[src/rtl/qupls4_rd_rename_alloc_if.sv]
// Rename-stage allocation bus: decode-side destination request, commit-side register return,
// and the registered allocation result coming back from the rename block.
interface qupls4_rd_rename_alloc_if #(
    parameter int NPREG = 256,
    parameter int NAREG = 128
);
    localparam int PW = $clog2(NPREG);
    localparam int CW = $clog2(NPREG - NAREG) + 1;

    logic          alloc_valid;
    logic          alloc_ready;
    logic [6:0]    Rd;
    logic          Rdz;
    logic          free_valid;
    logic [PW-1:0] free_preg;
    logic          prd_valid;
    logic [PW-1:0] prd;
    logic [PW-1:0] prd_old;
    logic          prdz;
    logic [CW-1:0] free_count;
    logic          overflow_err;

    modport master (
        output alloc_valid, Rd, Rdz, free_valid, free_preg,
        input  alloc_ready, prd_valid, prd, prd_old, prdz, free_count, overflow_err
    );

    modport slave (
        input  alloc_valid, Rd, Rdz, free_valid, free_preg,
        output alloc_ready, prd_valid, prd, prd_old, prdz, free_count, overflow_err
    );
endinterface

[src/rtl/qupls4_rd_rename_alloc.sv]
// Destination-register rename: circular free list of physical registers plus the rename map.
// Define QUPLS4_RENAME_BYPASS_EN to let a register returned while the list is empty feed an allocation directly.
module qupls4_rd_rename_alloc #(
    parameter int NPREG = 256,
    parameter int NAREG = 128
) (
    input  logic clk,
    input  logic rst_n,
    qupls4_rd_rename_alloc_if.slave bus
);
    localparam int DEPTH = NPREG - NAREG;
    localparam int PW    = $clog2(NPREG);
    localparam int CW    = $clog2(DEPTH) + 1;
    localparam int IW    = (DEPTH > 1) ? $clog2(DEPTH) : 1;

    typedef logic [6:0]    aregno_t;
    typedef logic [PW-1:0] pregno_t;

    pregno_t       rat  [NAREG];
    pregno_t       fifo [DEPTH];
    logic [IW-1:0] head;
    logic [IW-1:0] tail;
    logic [CW-1:0] count;
    logic          overflow_q;

    logic          empty;
    logic          full;
    logic          free_ok;
    logic          byp_avail;
    logic          accept;
    logic          use_byp;
    logic          pop;
    logic          push;
    pregno_t       alloc_pd;
    aregno_t       rd;

    // Depth need not be a power of two, so pointers wrap explicitly.
    function automatic logic [IW-1:0] ptr_next(input logic [IW-1:0] p);
        return (p == IW'(DEPTH - 1)) ? '0 : p + 1'b1;
    endfunction

    assign rd      = bus.Rd;
    assign empty   = (count == '0);
    assign full    = (count == CW'(DEPTH));
    assign free_ok = bus.free_valid && (bus.free_preg != '0);

`ifdef QUPLS4_RENAME_BYPASS_EN
    assign byp_avail = empty && free_ok;
`else
    assign byp_avail = 1'b0;
`endif

    assign bus.alloc_ready = !empty || byp_avail;
    assign accept          = bus.alloc_valid && bus.alloc_ready;

    // A bypassed register never touches the list, so neither pointer moves for it.
    assign use_byp  = accept && !bus.Rdz && byp_avail;
    assign pop      = accept && !bus.Rdz && !empty;
    assign push     = free_ok && !full && !use_byp;
    assign alloc_pd = use_byp ? bus.free_preg : fifo[head];

    always_ff @(posedge clk) begin
        if (!rst_n) begin
            for (int i = 0; i < NAREG; i++) begin
                rat[i] <= pregno_t'(i);
            end
            for (int i = 0; i < DEPTH; i++) begin
                fifo[i] <= pregno_t'(NAREG + i);
            end
            head          <= '0;
            tail          <= '0;
            count         <= CW'(DEPTH);
            overflow_q    <= 1'b0;
            bus.prd_valid <= 1'b0;
            bus.prd       <= '0;
            bus.prd_old   <= '0;
            bus.prdz      <= 1'b0;
        end else begin
            bus.prd_valid <= accept;

            if (accept) begin
                bus.prdz <= bus.Rdz;
                if (bus.Rdz) begin
                    bus.prd     <= '0;
                    bus.prd_old <= '0;
                end else begin
                    bus.prd     <= alloc_pd;
                    bus.prd_old <= rat[rd];
                    rat[rd]     <= alloc_pd;
                end
            end

            if (pop) begin
                head <= ptr_next(head);
            end

            if (push) begin
                fifo[tail] <= bus.free_preg;
                tail       <= ptr_next(tail);
            end

            // A return into a full list is lost; flag it until the next reset.
            if (free_ok && full) begin
                overflow_q <= 1'b1;
            end

            unique case ({push, pop})
                2'b10:   count <= count + 1'b1;
                2'b01:   count <= count - 1'b1;
                default: count <= count;
            endcase
        end
    end

    assign bus.free_count   = count;
    assign bus.overflow_err = overflow_q;
endmodule

[src/flat_wrapper.sv]
// flat-port wrapper written by rule: the top's interface ports become plain ports
module qupls4_rd_rename_alloc_flat 
#(
    parameter int NPREG = 256,
    parameter int NAREG = 128
)
  (clk, rst_n, bus_alloc_valid, bus_Rd, bus_Rdz, bus_free_valid, bus_free_preg, bus_alloc_ready, bus_prd_valid, bus_prd, bus_prd_old, bus_prdz, bus_free_count, bus_overflow_err);
  qupls4_rd_rename_alloc_if #(.NPREG(NPREG), .NAREG(NAREG)) bus_i ();
  input  logic clk;
  input  logic rst_n;
  input wire logic [$bits(bus_i.alloc_valid)-1:0] bus_alloc_valid;
  input wire logic [$bits(bus_i.Rd)-1:0] bus_Rd;
  input wire logic [$bits(bus_i.Rdz)-1:0] bus_Rdz;
  input wire logic [$bits(bus_i.free_valid)-1:0] bus_free_valid;
  input wire logic [$bits(bus_i.free_preg)-1:0] bus_free_preg;
  output wire logic [$bits(bus_i.alloc_ready)-1:0] bus_alloc_ready;
  output wire logic [$bits(bus_i.prd_valid)-1:0] bus_prd_valid;
  output wire logic [$bits(bus_i.prd)-1:0] bus_prd;
  output wire logic [$bits(bus_i.prd_old)-1:0] bus_prd_old;
  output wire logic [$bits(bus_i.prdz)-1:0] bus_prdz;
  output wire logic [$bits(bus_i.free_count)-1:0] bus_free_count;
  output wire logic [$bits(bus_i.overflow_err)-1:0] bus_overflow_err;
  assign bus_i.alloc_valid = bus_alloc_valid;
  assign bus_i.Rd = bus_Rd;
  assign bus_i.Rdz = bus_Rdz;
  assign bus_i.free_valid = bus_free_valid;
  assign bus_i.free_preg = bus_free_preg;
  assign bus_alloc_ready = bus_i.alloc_ready;
  assign bus_prd_valid = bus_i.prd_valid;
  assign bus_prd = bus_i.prd;
  assign bus_prd_old = bus_i.prd_old;
  assign bus_prdz = bus_i.prdz;
  assign bus_free_count = bus_i.free_count;
  assign bus_overflow_err = bus_i.overflow_err;
  qupls4_rd_rename_alloc #(.NPREG(NPREG), .NAREG(NAREG)) u_core (.clk(clk), .rst_n(rst_n), .bus(bus_i));
endmodule
[config.mk]
export PLATFORM = sky130hd
export DESIGN_NAME = qupls4_rd_rename_alloc_flat
export DESIGN_NICKNAME = d
export VERILOG_FILES = /design/src/rtl/qupls4_rd_rename_alloc_if.sv /design/src/rtl/qupls4_rd_rename_alloc.sv /design/src/flat_wrapper.sv
export SDC_FILE = /design/constraint.sdc
export NUM_CORES = 2
export LEC_CHECK = 0
export BUFFER_PORTS_ARGS = -buffer_cell sky130_fd_sc_hd__buf_2
export CAP_MARGIN = 20
export CORE_ASPECT_RATIO = 0.8
export CORE_MARGIN = 8
export CORE_UTILIZATION = 23
export DETAILED_ROUTE_END_ITERATION = 10
export GPL_TIMING_DRIVEN = 0
export PLACE_DENSITY = 0.33
export SLEW_MARGIN = 20
export SYNTH_ARGS = -nofsm -noshare
export SYNTH_HDL_FRONTEND = slang
export SYNTH_SLANG_ARGS = --single-unit
export TNS_END_PERCENT = 5
[constraint.sdc]
create_clock -name clk -period 3.8 [get_ports clk]
set_input_delay 0.38 -clock clk [delete_from_list [all_inputs] [get_ports clk]]
set_output_delay 0.38 -clock clk [all_outputs]
set_load 0.02 [all_outputs]
==> flow_summary.toml <==
[grt]
grt_max_degree = 21
grt_usage_pct = 26.0
use_met1_pct = 38.5
grt_pass1_wl_um = 738000
grt.busiest_layer = "met1"
grt_pass1_vias = 69225
grt-ovfl-total = 0
antenna_found_initial = 117
use_met3_pct = 7.78
grtUsageMet2_pct = 35.6

[clocking]
clkTransAtPathRegs_ps = 60
root_buffer = "clkbuf_16"
clock_latency_ps = 1020
htreeDepth = 4
ctsLongestPathBuffers = 4
tritoncts = "built"
numCtsBuffers = 242
clock-sinks = 2096

[drt]
wire_per_inst_um = 43.5
ant_nets = 0
drt_wl_total_um = 580000
first_iter_violations = 13325
drtPass1Iterations = 6
viasPerCell = 5.59
drcViolationCount = 0
vias = 74533

[placed_design]
dp.cells = 12751
gp_congestion = 0.930
postPlaceCellArea_um2 = 106000
hpwlAfterDp_um = 430000
portBuffers = 46

[worst_hold_path]
min_path_type = "input pin to register"

[floorplanning]
die_area_um2 = 428000
core-area_um2 = 405000
die_x_um = 730
io_pins = 48
die_y_um = 587
start_util_pct = 23.1
rows = 209

[synthesis]
synthTopCellsByArea = "edfxtp_1, mux4_2, nand2_1"
synth_area_per_cell_um2 = 13.2
synthTopCellsByCount = "edfxtp_1, nand2_1, nor2_1, clkbuf_1, or3_1"
synth-compound-area-share_pct = 6.49
synth_seq_cells = 2096
synthAdderAreaFrac_pct = 0.0534
synth_top_area_share_pct = 65.6
synth-async-reset-ratio_pct = 0
muxShareOfSynthArea_pct = 9.03
syn_inst = 7092
seq_area_frac_synth_pct = 66.6
yosysMostFrequentCell = "edfxtp_1"
synth_nets = 7116
synth-main-ff-cell = "edfxtp_1"
synth_edf_count = 2048
synth_xor_area_share_pct = 0.140
synthesis.area_um2 = 93700
synth_cell_types = 71
yosys_warnings = 0
yosys.area_share.simple_pct = 14.3
synth_top_area_cell = "edfxtp_1"
synth_top_family_by_area = "simple AND/OR/NAND/NOR gates"

[outcome]
status = "complete, but fails checks"
violations = "setup timing"

[finish]
fin_area_um2 = 117000
fillers = 41438
layout.nets = 7723
drive_above_1_share_pct = 22.3
seqCellArea_um2 = 62500
area_growth_pct = 25.2
fin_cells = 13327
multi_input_area_um2 = 29300

[timing]
hold_viol = 0
worst_slew_pin_slew_ps = 1290
rsz0062_at_grt = "true"
setup_ws_ps = -692
tns_ps = -499740
fin_crit_ps = 4490
setup_violations = 2108
slew_headroom_pct = 13.9
fmax_ghz = 0.223
post-route-period-util_pct = 118
finalMaxSlewViolations = 0
fin_worst_skew_ps = 191

[pwr]
leakage_nw = 35.6
vdd.ir_drop.worst_uv = 456
powerDensity_nw_per_um2 = 535

[worst_setup_path]
startpoint_type = "input pin"
worstPathArrival_ps = 5010
crit_top_cell = "nand2_1"
cpPeakStageDelay_ps = 940
worstSetupEndpointType = "register"
crit_chain = "buf_2 > clkbuf_1 > clkbuf_2 > buf_12 > buf_2 > nand2_1 > nor2_1 > nand2_1 > nand2_1"
path_class = "input pin to register"
crit_fanout = 10
crit_slowest_cell = "nor2_1"
cp.required_ps = 4320

[flow_run]
cap_violations = 0
critical path, delay by kind of cell:
| family | cells | cell delay [ps] |
|---|---|---|
| buffers and inverters | 5 | 2100 |
| AND/OR/NAND/NOR | 4 | 2450 |
repair_timing:
action	CTS	global route
pin swaps	20	15
hold endpoints to repair	2	0
endpoints found under the setup margin	3278	2698
setup buffers	54	18
gates cloned	21	8
hold buffers	2	0
resized for setup	507	159
worst paths after layout:
check                                             start  cells after the start  slack (ps)                 endpoint
worst max-delay path                          bus_Rd[4]                      9        -690        u_core.rat[24][7]
worst min-delay path                   bus_free_preg[3]                      2         170      u_core.fifo[126][3]
worst max register to register                 register                     11        -530        u_core.rat[33][2]
worst min register to register  u_core.bus.overflow_err                      1         460  u_core.bus.overflow_err
sequential cells by signal, indices dropped and copies added (netlist names), 7 cells and up, named ones only:
register	cells
u_core.bus.free_count	8
u_core.bus.prd	8
u_core.rat	1024
u_core.bus.prd_old	8
u_core.tail	7
u_core.fifo	1024
u_core.head	7
layer usage:
layer,routed length (µm),up-vias
met1,256000,39958
li1,-,28134
met2,230000,5463
met4,23300,30
met5,207,-
met3,70100,948
where the power goes:
part,switching [mW],internal [mW]
Clock,10.8,13.5
Sequential,0.295,25.9
Combinational,8.41,3.82
kinds of logic after synthesis:
logic type                 after synthesis
and+or+nand+nor                       2901
buffers and inverters                  747
AOI/OAI and AO/OA                      858
xor gates and xnor gates                15
muxes                                  471
DFF                                   2096
adders and majority gates                4
layout by cell type (no fill, tap or decap), types with 103 or more instances in the layout:
cell type and instances:
nand3_1 131, nor3_1 251, mux4_2 294, buf_12 130, nor2_1 756, buf_2 110, and2_1 157, nand2_1 868
a22oi_1 265, or3_1 387, clkbuf_2 225, clkbuf_16 252, buf_4 123, mux2i_1 109, edfxtp_1 2048, clkbuf_1 329
buf_16 116, a221oi_1 103
metrics by stage:
stage / setup WS, ps / power, mW / utilization (%) / hold WS (ps)
final: -692 / 62.8 / 28.9 / 171
after global routing: -490 / 63.6 / 28.9 / 106
after CTS: -441 / 62.1 / 28.7 / 84.2
after detailed placement: -2460 / 36.0 / 26.1 / 453
after global placement: -7890 / 35.6 / 24.8 / 454
after floorplan: 7.33 / 30.4 / - / 510
layout make-up:
cell class / count / area share (%)
Antenna cell: 49 / 0.105
Buffer: 716 / 3.93
Clock buffer: 301 / 5.37
Clock inverter: 142 / 1.28
Inverter: 17 / 0.0555
Multi-Input combinational cell: 4249 / 25.0
Sequential cell: 2096 / 53.3
Tap cell: 5380 / 5.74
Timing Repair Buffer: 377 / 5.31
(Power assumes the default switching activity.)
